## src/rtl/fp16_pkg.sv

```systemverilog
// Shared FP16 constants, types and helpers for the accumulator slice.
package fp16_pkg;
  localparam int          EXP_BITS   = 5;
  localparam int          MAN_BITS   = 10;
  localparam int          BIAS       = 15;
  localparam logic [15:0] FP16_MAX   = 16'h7BFF;
  localparam int          GUARD_BITS = 3;
  localparam int          SIG_W      = 1 + MAN_BITS + GUARD_BITS;

  typedef struct packed {
    logic                sign;
    logic [EXP_BITS-1:0] exp;
    logic [MAN_BITS-1:0] man;
  } fp16_t;

  typedef enum logic {
    ST_ACC = 1'b0,
    ST_OUT = 1'b1
  } acc_state_t;

  // Leading-zero count of the raw significand (one carry bit above SIG_W).
  function automatic logic [3:0] lzc15(input logic [SIG_W:0] v);
    lzc15 = 4'd15;
    for (int i = 0; i <= SIG_W; i++) begin
      if (v[i]) lzc15 = 4'(SIG_W - i);
    end
  endfunction
endpackage

```

## src/rtl/fp16_add.sv

```systemverilog
// Combinational FP16 adder: flush-to-zero, truncating, no sticky bit.
// Saturation on exponent overflow when FP16_ACC_SAT_EN is defined, otherwise the exponent wraps.
module fp16_add
  import fp16_pkg::*;
(
  input  fp16_t a,
  input  fp16_t b,
  output fp16_t sum,
  output logic  ovf
);

  fp16_t               big;
  fp16_t               sml;
  logic [EXP_BITS-1:0] diff;
  logic [SIG_W-1:0]    sig_big;
  logic [SIG_W-1:0]    sig_sml;
  logic [SIG_W:0]      raw;
  logic [SIG_W:0]      norm;
  logic [3:0]          lz;
  logic signed [6:0]   exp_n;

  always_comb begin
    sum = '0;
    ovf = 1'b0;
    if ({a.exp, a.man} >= {b.exp, b.man}) begin
      big = a;
      sml = b;
    end else begin
      big = b;
      sml = a;
    end
    diff    = big.exp - sml.exp;
    sig_big = {1'b1, big.man, {GUARD_BITS{1'b0}}};
    sig_sml = (diff >= 5'(SIG_W)) ? '0 : ({1'b1, sml.man, {GUARD_BITS{1'b0}}} >> diff);
    raw     = (big.sign == sml.sign) ? ({1'b0, sig_big} + {1'b0, sig_sml})
                                     : ({1'b0, sig_big} - {1'b0, sig_sml});
    lz      = lzc15(raw);
    norm    = raw << lz;
    // The hidden bit of an aligned operand sits one below the carry bit.
    exp_n   = $signed({2'b00, big.exp}) + 7'sd1 - $signed({3'b000, lz});

    if (a.exp == '0 && b.exp == '0) begin
      sum = '0;
    end else if (a.exp == '0) begin
      sum = b;
    end else if (b.exp == '0) begin
      sum = a;
    end else if (raw == '0) begin
      sum = '0;
    end else if (exp_n < 7'sd1) begin
      sum = '0;
`ifdef FP16_ACC_SAT_EN
    end else if (exp_n >= 7'sd31) begin
      sum = {big.sign, FP16_MAX[14:0]};
      ovf = 1'b1;
`endif
    end else begin
      sum = {big.sign, exp_n[EXP_BITS-1:0], norm[SIG_W-1 -: MAN_BITS]};
    end
  end

endmodule

```

## src/rtl/fp16_acc.sv

```systemverilog
// FP16 accumulator: sums handshaked product beats, one registered result per last beat.
// Optional saturation and sticky overflow flag enabled by FP16_ACC_SAT_EN.
module fp16_acc
  import fp16_pkg::*;
#(
  parameter int CNT_W = 8
) (
  input  logic             clk_i,
  input  logic             rst_ni,
  input  logic             valid_i,
  output logic             ready_o,
  input  logic [15:0]      product_i,
  input  logic             last_i,
  output logic             valid_o,
  input  logic             ready_i,
  output logic [15:0]      sum_o,
  output logic [CNT_W-1:0] count_o,
  output logic             ovf_o
);
  // state  | meaning
  // ST_ACC | accepting beats into the running sum
  // ST_OUT | holding the finished sum until downstream takes it

  acc_state_t       state;
  fp16_t            acc;
  fp16_t            add_sum;
  logic             add_ovf;
  logic [CNT_W-1:0] count;
  logic             ovf_q;

  fp16_add u_add (
    .a   (acc),
    .b   (fp16_t'(product_i)),
    .sum (add_sum),
    .ovf (add_ovf)
  );

  always_ff @(posedge clk_i or negedge rst_ni) begin
    if (!rst_ni) begin
      state   <= ST_ACC;
      acc     <= '0;
      count   <= '0;
      ovf_q   <= 1'b0;
      ready_o <= 1'b1;
      valid_o <= 1'b0;
    end else begin
      case (state)
        ST_ACC: begin
          if (valid_i && ready_o) begin
            acc   <= add_sum;
            ovf_q <= ovf_q | add_ovf;
            if (count != '1) count <= count + CNT_W'(1);
            if (last_i) begin
              state   <= ST_OUT;
              ready_o <= 1'b0;
              valid_o <= 1'b1;
            end
          end
        end
        ST_OUT: begin
          if (valid_o && ready_i) begin
            state   <= ST_ACC;
            acc     <= '0;
            count   <= '0;
            ovf_q   <= 1'b0;
            ready_o <= 1'b1;
            valid_o <= 1'b0;
          end
        end
        default: state <= ST_ACC;
      endcase
    end
  end

  assign sum_o   = acc;
  assign count_o = count;
`ifdef FP16_ACC_SAT_EN
  assign ovf_o   = ovf_q;
`else
  assign ovf_o   = 1'b0;
`endif

endmodule

```

## config.mk

```make
export PLATFORM = sky130hd
export DESIGN_NAME = fp16_acc
export DESIGN_NICKNAME = d
export VERILOG_FILES = /design/src/rtl/fp16_pkg.sv /design/src/rtl/fp16_add.sv /design/src/rtl/fp16_acc.sv
export SDC_FILE = /design/constraint.sdc
export NUM_CORES = 1
export LEC_CHECK = 0
export BUFFER_PORTS_ARGS = -buffer_cell sky130_fd_sc_hd__buf_2
export CORE_ASPECT_RATIO = 2
export CORE_UTILIZATION = 55
export CTS_CLUSTER_DIAMETER = 120
export DETAILED_ROUTE_END_ITERATION = 12
export GPL_TIMING_DRIVEN = 0
export PLACE_DENSITY = 0.81
export SYNTH_ARGS = -nofsm -noshare
export SYNTH_HDL_FRONTEND = slang
export SYNTH_HIERARCHICAL = 1
export SYNTH_SLANG_ARGS = --single-unit
export TNS_END_PERCENT = 5
```

## constraint.sdc

```tcl
create_clock -name clk_i -period 19.3 [get_ports clk_i]
set_clock_uncertainty 0.2 [all_clocks]
set_input_delay 1.93 -clock clk_i [delete_from_list [all_inputs] [get_ports clk_i]]
set_output_delay 1.93 -clock clk_i [all_outputs]
set_load 0.02 [all_outputs]
```

==> summary.txt, run 1 <==
Pwr
  – P_int: 0.143 mW
  – Gate power share: 60.7%
  – Power Dens Cells: 44.6 nW/um2
  – Seq pwr share: a little over a fifth
  – Pleak: 2.79 nW
  – Peak VDD IR: 0.0495 mV
  – Clock Power Share: 18.2%
  – Sw Share: 46.7%
  – Total power: roughly 0.27 mW
  – Switching pwr: 0.125 mW

STA
  – Final setup vio count: 0
  – Slew of the pin with the lowest slew margin: 917 ps
  – Period minus WS final: approximately 14000 ps
  – Max Fclk: between 70 and 80 MHz
  – Period utilization: 71.3%
  – TNS Setup: 0 ps
  – Max-slew violations: 0
  – Final hold viol count: 0
  – RSZ-0062 raised after global routing: false
  – Slew HR: 38.4%

Die
  – Boundary Pins: between 40 and 50
  – Die Footprint: 10500 um2
  – Starting Density: 56.7%
  – Core area: 9760 um2
  – Die height: approximately 140 um
  – FP Rows: 51
  – Die W: approximately 73 um

Route
  – Antenna Violating Nets Remaining: 0
  – Vias/cell: between 6 and 7
  – Drt first pass iters: 5
  – DRT Wirelength: 19.0 mm
  – DRC Markers: 0
  – Average routed wire per standard cell: 20.5 um
  – DR iter-0 viols: 603
  – Vias: 6178

Placed design
  – Post-DP HPWL: ~15 mm
  – GPL Wtd Cong: between 1 and 1.5
  – IO Port Bufs: 46

Global routing
  – Pin count of the biggest net entering global routing: 28
  – Vias in the first global route: slightly above 6000
  – Initial antenna violation count: 0
  – First-pass GRT wire length: a little over 30 mm
  – GRT Total Usage: 37.9%
  – Grt ovf: 0

Worst setup path
  – Slowest-stage cell, CP: a21oi_1
  – WP data arrival: 13770 ps
  – Worst r2r src: sum_o[6]
  – Setup Crit Path Kind: primary input to register
  – R2R Path End: sum_o[5]
  – R2r worst-path depth: 55
  – Crit path required time: 19300 ps
  – Max FO, Critical Path: 10
  – Startpoint types: primary input
  – Max incr delay on CP: just under 600 ps
  – R2R Setup Slk: 6810 ps
  – CP Capture Type: register

Min path
  – Worst hold path type: register to register
  – Hold Path Stages: 2
  – Worst Hold Endpoint: ready_o
  – HP Start: ready_o

Logic synthesis
  – Net Count, Synth: a little over 800
  – Post-synth design cell area: between 5000 and 6000 um2
  – Avg Inst Size Synth: 7.43 um2
  – Synth warn: 6
  – Gate Count Post-Synth: around 750

Clock tree
  – CTS tree: done
  – CTS-repair resized insts: 0
  – CTS Sinks: 27
  – Clock latency on the worst-skew pair: 270 ps
  – CTS Buf Count: 3
  – H-tree depth: 1
  – Clock Pin Slew Worst Setup and Hold Paths: about 70 ps
  – Clock Tree Root: clkbuf_16
  – Post-CTS Setup Bufs: 0
  – Hold-fix buffers at CTS: 0
  – CTS max path bufs: 2

Status
  – Status: finished, final reports clean

Layout
  – Layout cell share with drive strength beyond 1: about 16%
  – Antenna fix cells: 0
  – Fin nets: 868
  – Area Growth Syn to Fin: 8.59%

Run
  – Max-cap viol count: 0
==> placed cells by master, fill, tap and decap left out, types with 11 or more instances in the layout <==
| cell type | instances |
|---|---|
| mux2i_1 | 25 |
| a22oi_1 | 11 |
| o21ai_0 | 57 |
| a22o_1 | 18 |
| clkbuf_1 | 19 |
| nand2b_1 | 11 |
| nor2_1 | 65 |
| buf_2 | 57 |
| ha_1 | 49 |
| nor3_1 | 24 |
| a211oi_1 | 13 |
| inv_1 | 48 |
| dfrtp_1 | 26 |
| o211ai_1 | 12 |
| nand2_1 | 83 |
| a21oi_1 | 54 |
| a21o_1 | 12 |
| nand3_1 | 22 |
==> worst max-delay path, delay by kind of cell <==
family | cells | cell delay (ps)
buf+inv | 14 | 2460
fa+ha+maj | 7 | 1990
xor+xnor | 2 | 610
simple gates | 11 | 1490
compound gates | 21 | 4730
mux | 2 | 570
==> metrics by stage <==
step / util [%] / setup slack, ps / std cells / instance area, um2 / hold slack (ps)
after detailed placement: 60.8 / 5580 / 923 / 5930 / 341
after CTS: 61.6 / 5840 / 927 / 6010 / 355
after global routing: 61.6 / 4840 / 927 / 6010 / 379
final: 61.6 / 5530 / 927 / 6010 / 355
after floorplan: - / 7910 / 745 / 5540 / 366
after global placement: 60.8 / 5860 / 923 / 5930 / 318
==> registers in the layout, summed over array words and instances (netlist names) <==
name / flops
count_o: 8
ready_o: 1
state: 1
sum_o: 16
valid_o: 1
==> how the worst max path moves through the flow <==
stage               slack [ps]    startpoint  cells after the start       end
global route              4840  product_i[6]                     57  sum_o[5]
global placement          5860  product_i[6]                     57  sum_o[5]
finish                    5530  product_i[6]                     57  sum_o[5]
CTS                       5840  product_i[6]                     57  sum_o[5]
detailed placement        5580  product_i[6]                     57  sum_o[5]
floorplan                 7910  product_i[6]                     55  sum_o[8]
==> area by class of cell <==
type	count	area, um2
Multi-Input combinational cell	630	4470
Fill cell	919	3750
Sequential cell	27	677
Timing Repair Buffer	46	230
Buffer	37	201
Inverter	51	191
Tap cell	132	165
Clock buffer	3	75.1
Clock inverter	1	5.00
==> per-layer routing <==
layer	vias to the layer above	GRT usage (%)	share of wire, %
met5	-	0	0
met4	0	25.5	8.1
met3	110	4.84	5.9
met2	320	70.5	52
met1	2920	37.8	34
li1	2828	-	-
==> power by group through the flow <==
stage | registers [mW] | clock network [mW] | logic [mW]
3_3_place_gp | 0.0576 | 0 | 0.153
6_report | 0.0565 | 0.0488 | 0.163
5_1_grt | 0.0565 | 0.0507 | 0.175
2_1_floorplan | 0.0577 | 0 | 0.117
3_5_place_dp | 0.0576 | 0 | 0.157
4_1_cts | 0.0565 | 0.0492 | 0.157
Power figures use the tool's default switching activity.
==> run 2, diff against run 1 <==
==> constraint.sdc (replaced) <==
create_clock -name clk_i -period 12.9 [get_ports clk_i]
set_clock_uncertainty 0.2 [all_clocks]
set_input_delay 1.29 -clock clk_i [delete_from_list [all_inputs] [get_ports clk_i]]
set_output_delay 1.29 -clock clk_i [all_outputs]
set_load 0.02 [all_outputs]
==> summary.txt, run 2 (synthesized netlist as in run 1, its figures left out) <==
Clock tree
  – CTS max path bufs: 2
  – H-tree depth: 1
  – CTS Sinks: 27
  – CTS tree: done
  – Clock latency on the worst-skew pair: 270 ps
  – Clock Tree Root: clkbuf_16
  – CTS Buf Count: 3
  – Hold-fix buffers at CTS: 0
  – Clock Pin Slew Worst Setup and Hold Paths: 70 ps

Die
  – Core area: roughly 9800 um2
  – FP Rows: 51
  – Boundary Pins: between 40 and 50
  – Die Footprint: 10500 um2
  – Die W: between 70 and 80 um
  – Die height: 144 um
  – Starting Density: 56.7%

Min path
  – Worst hold path type: register to register
  – Hold Path Stages: 2
  – Worst Hold Endpoint: ready_o
  – HP Start: ready_o

Pwr
  – Power Dens Cells: 66.8 nW/um2
  – Peak VDD IR: 0.0744 mV
  – Seq pwr share: 20.9%
  – Gate power share: 60.8%
  – Pleak: 2.81 nW
  – Switching pwr: 0.189 mW
  – Total power: slightly above 0.4 mW
  – Clock Power Share: 18.3%
  – P_int: around 0.22 mW
  – Sw Share: between 40 and 50%

Layout
  – Layout cell share with drive strength beyond 1: 16.8%
  – Non-filler cells, final: 929
  – Most frequent cells in the layout: nand2_1, nor2_1, buf_2, o21ai_0, a21oi_1
  – Area Growth Syn to Fin: 9.26%
  – Fillcell total: 915
  – Antenna fix cells: 0
  – Post-layout instance area: between 6000 and 7000 um2
  – Max FFs per register: 16
  – Fin nets: 870
  – Area of the multi-input gates: 4490 um2
  – FF/Latch Area: 677 um2
  – Commonest non-fill, non-tap cell in the layout: nand2_1

Placed design
  – Dpl cell area: 5930 um2
  – IO Port Bufs: 46
  – Post-DP HPWL: around 15 mm
  – GPL Wtd Cong: slightly above 1
  – # placed instances: about 920

Route
  – Antenna Violating Nets Remaining: 0
  – Vias: around 6200
  – Average routed wire per standard cell: 20.5 um
  – DR iter-0 viols: ~500
  – DRT Wirelength: ~19 mm
  – Vias/cell: 6.72
  – Drt first pass iters: 7
  – DRC Markers: 0

Worst setup path
  – Setup Crit Path Kind: primary input to register
  – Crit path required time: 12900 ps
  – R2r worst-path depth: 52
  – R2R Setup Slk: 1220 ps
  – Max FO, Critical Path: 10
  – CP dominant cell by count: buf_2
  – CP Capture Type: register
  – Startpoint types: primary input
  – WP data arrival: 12320 ps
  – Worst r2r src: sum_o[0]
  – Max incr delay on CP: 480 ps
  – R2R Path End: sum_o[5]
  – Slowest-stage cell, CP: fa_1

Global routing
  – GRT Total Usage: 37.9%
  – Initial antenna violation count: 0
  – First-pass GRT wire length: about 30 mm
  – Pin count of the biggest net entering global routing: 28
  – Grt ovf: 0
  – Vias in the first global route: 6131

STA
  – Period utilization: 95.5%
  – Slew of the pin with the lowest slew margin: 855 ps
  – Slew HR: between 40% and 50%
  – Final hold viol count: 0
  – Max-slew violations: 0
  – Hold_ws: between 300 and 400 ps
  – Period minus WS final: ~12000 ps
  – Max Fclk: 81.2 MHz
  – Final setup vio count: 0
  – RSZ-0062 raised after global routing: false
  – TNS Setup: 0 ps

Status
  – Status: finished, final reports clean

Run
  – Max-cap viol count: 0
[run 2: cell type report]
class	instances	area share (%)
Timing Repair Buffer	48	4.05
Sequential cell	27	11.2
Tap cell	132	2.73
Inverter	51	3.16
Clock buffer	3	1.24
Buffer	37	3.35
Multi-Input combinational cell	630	74.2
Clock inverter	1	0.0827
[run 2: worst max-delay path by stage]
stage            startpoint        to  slack [ps]  cells past startpoint
2_1_floorplan  product_i[6]  sum_o[8]        2150                     55
3_3_place_gp   product_i[6]  sum_o[5]         100                     57
3_5_place_dp   product_i[6]  sum_o[5]        -180                     57
4_1_cts        product_i[6]  sum_o[5]          80                     57
5_1_grt        product_i[6]  sum_o[5]          10                     57
6_report       product_i[6]  sum_o[5]         590                     52
[run 2: layer usage]
metal / part of all wire [%] / global-route usage [%]
met5: 0 / 0
met2: 52 / 70.5
met3: 5.4 / 4.84
met4: 8.1 / 25.5
met1: 34 / 37.8
[run 2: power groups by stage]
stage / logic (mW) / clock network (mW) / registers [mW]
finish: 0.246 / 0.0739 / 0.0846
CTS: 0.236 / 0.0735 / 0.0846
global placement: 0.229 / 0 / 0.0862
detailed placement: 0.234 / 0 / 0.0862
global route: 0.264 / 0.0759 / 0.0846
floorplan: 0.175 / 0 / 0.0863
[run 2: per-stage QoR]
step	util [%]	setup WS, ps
CTS	61.6	76.6
global route	62.0	13.3
finish	62.0	585
detailed placement	60.8	-178
global placement	60.8	104
floorplan	-	2150
[run 2: critical path: cells and delay by family]
kind	cells	cell delay, ps
buffers and inverters	12	2200
XOR/XNOR	2	370
AO/OA/AOI/OAI	19	4450
AND/OR/NAND/NOR	10	1280
multiplexers	3	800
adder cells (fa/ha/maj)	6	1910
[run 2: repair_timing]
item / in CTS / in global routing
setup buffers: 0 / 2
endpoints found under the setup margin: 0 / 16
gates resized for setup: 0 / 6
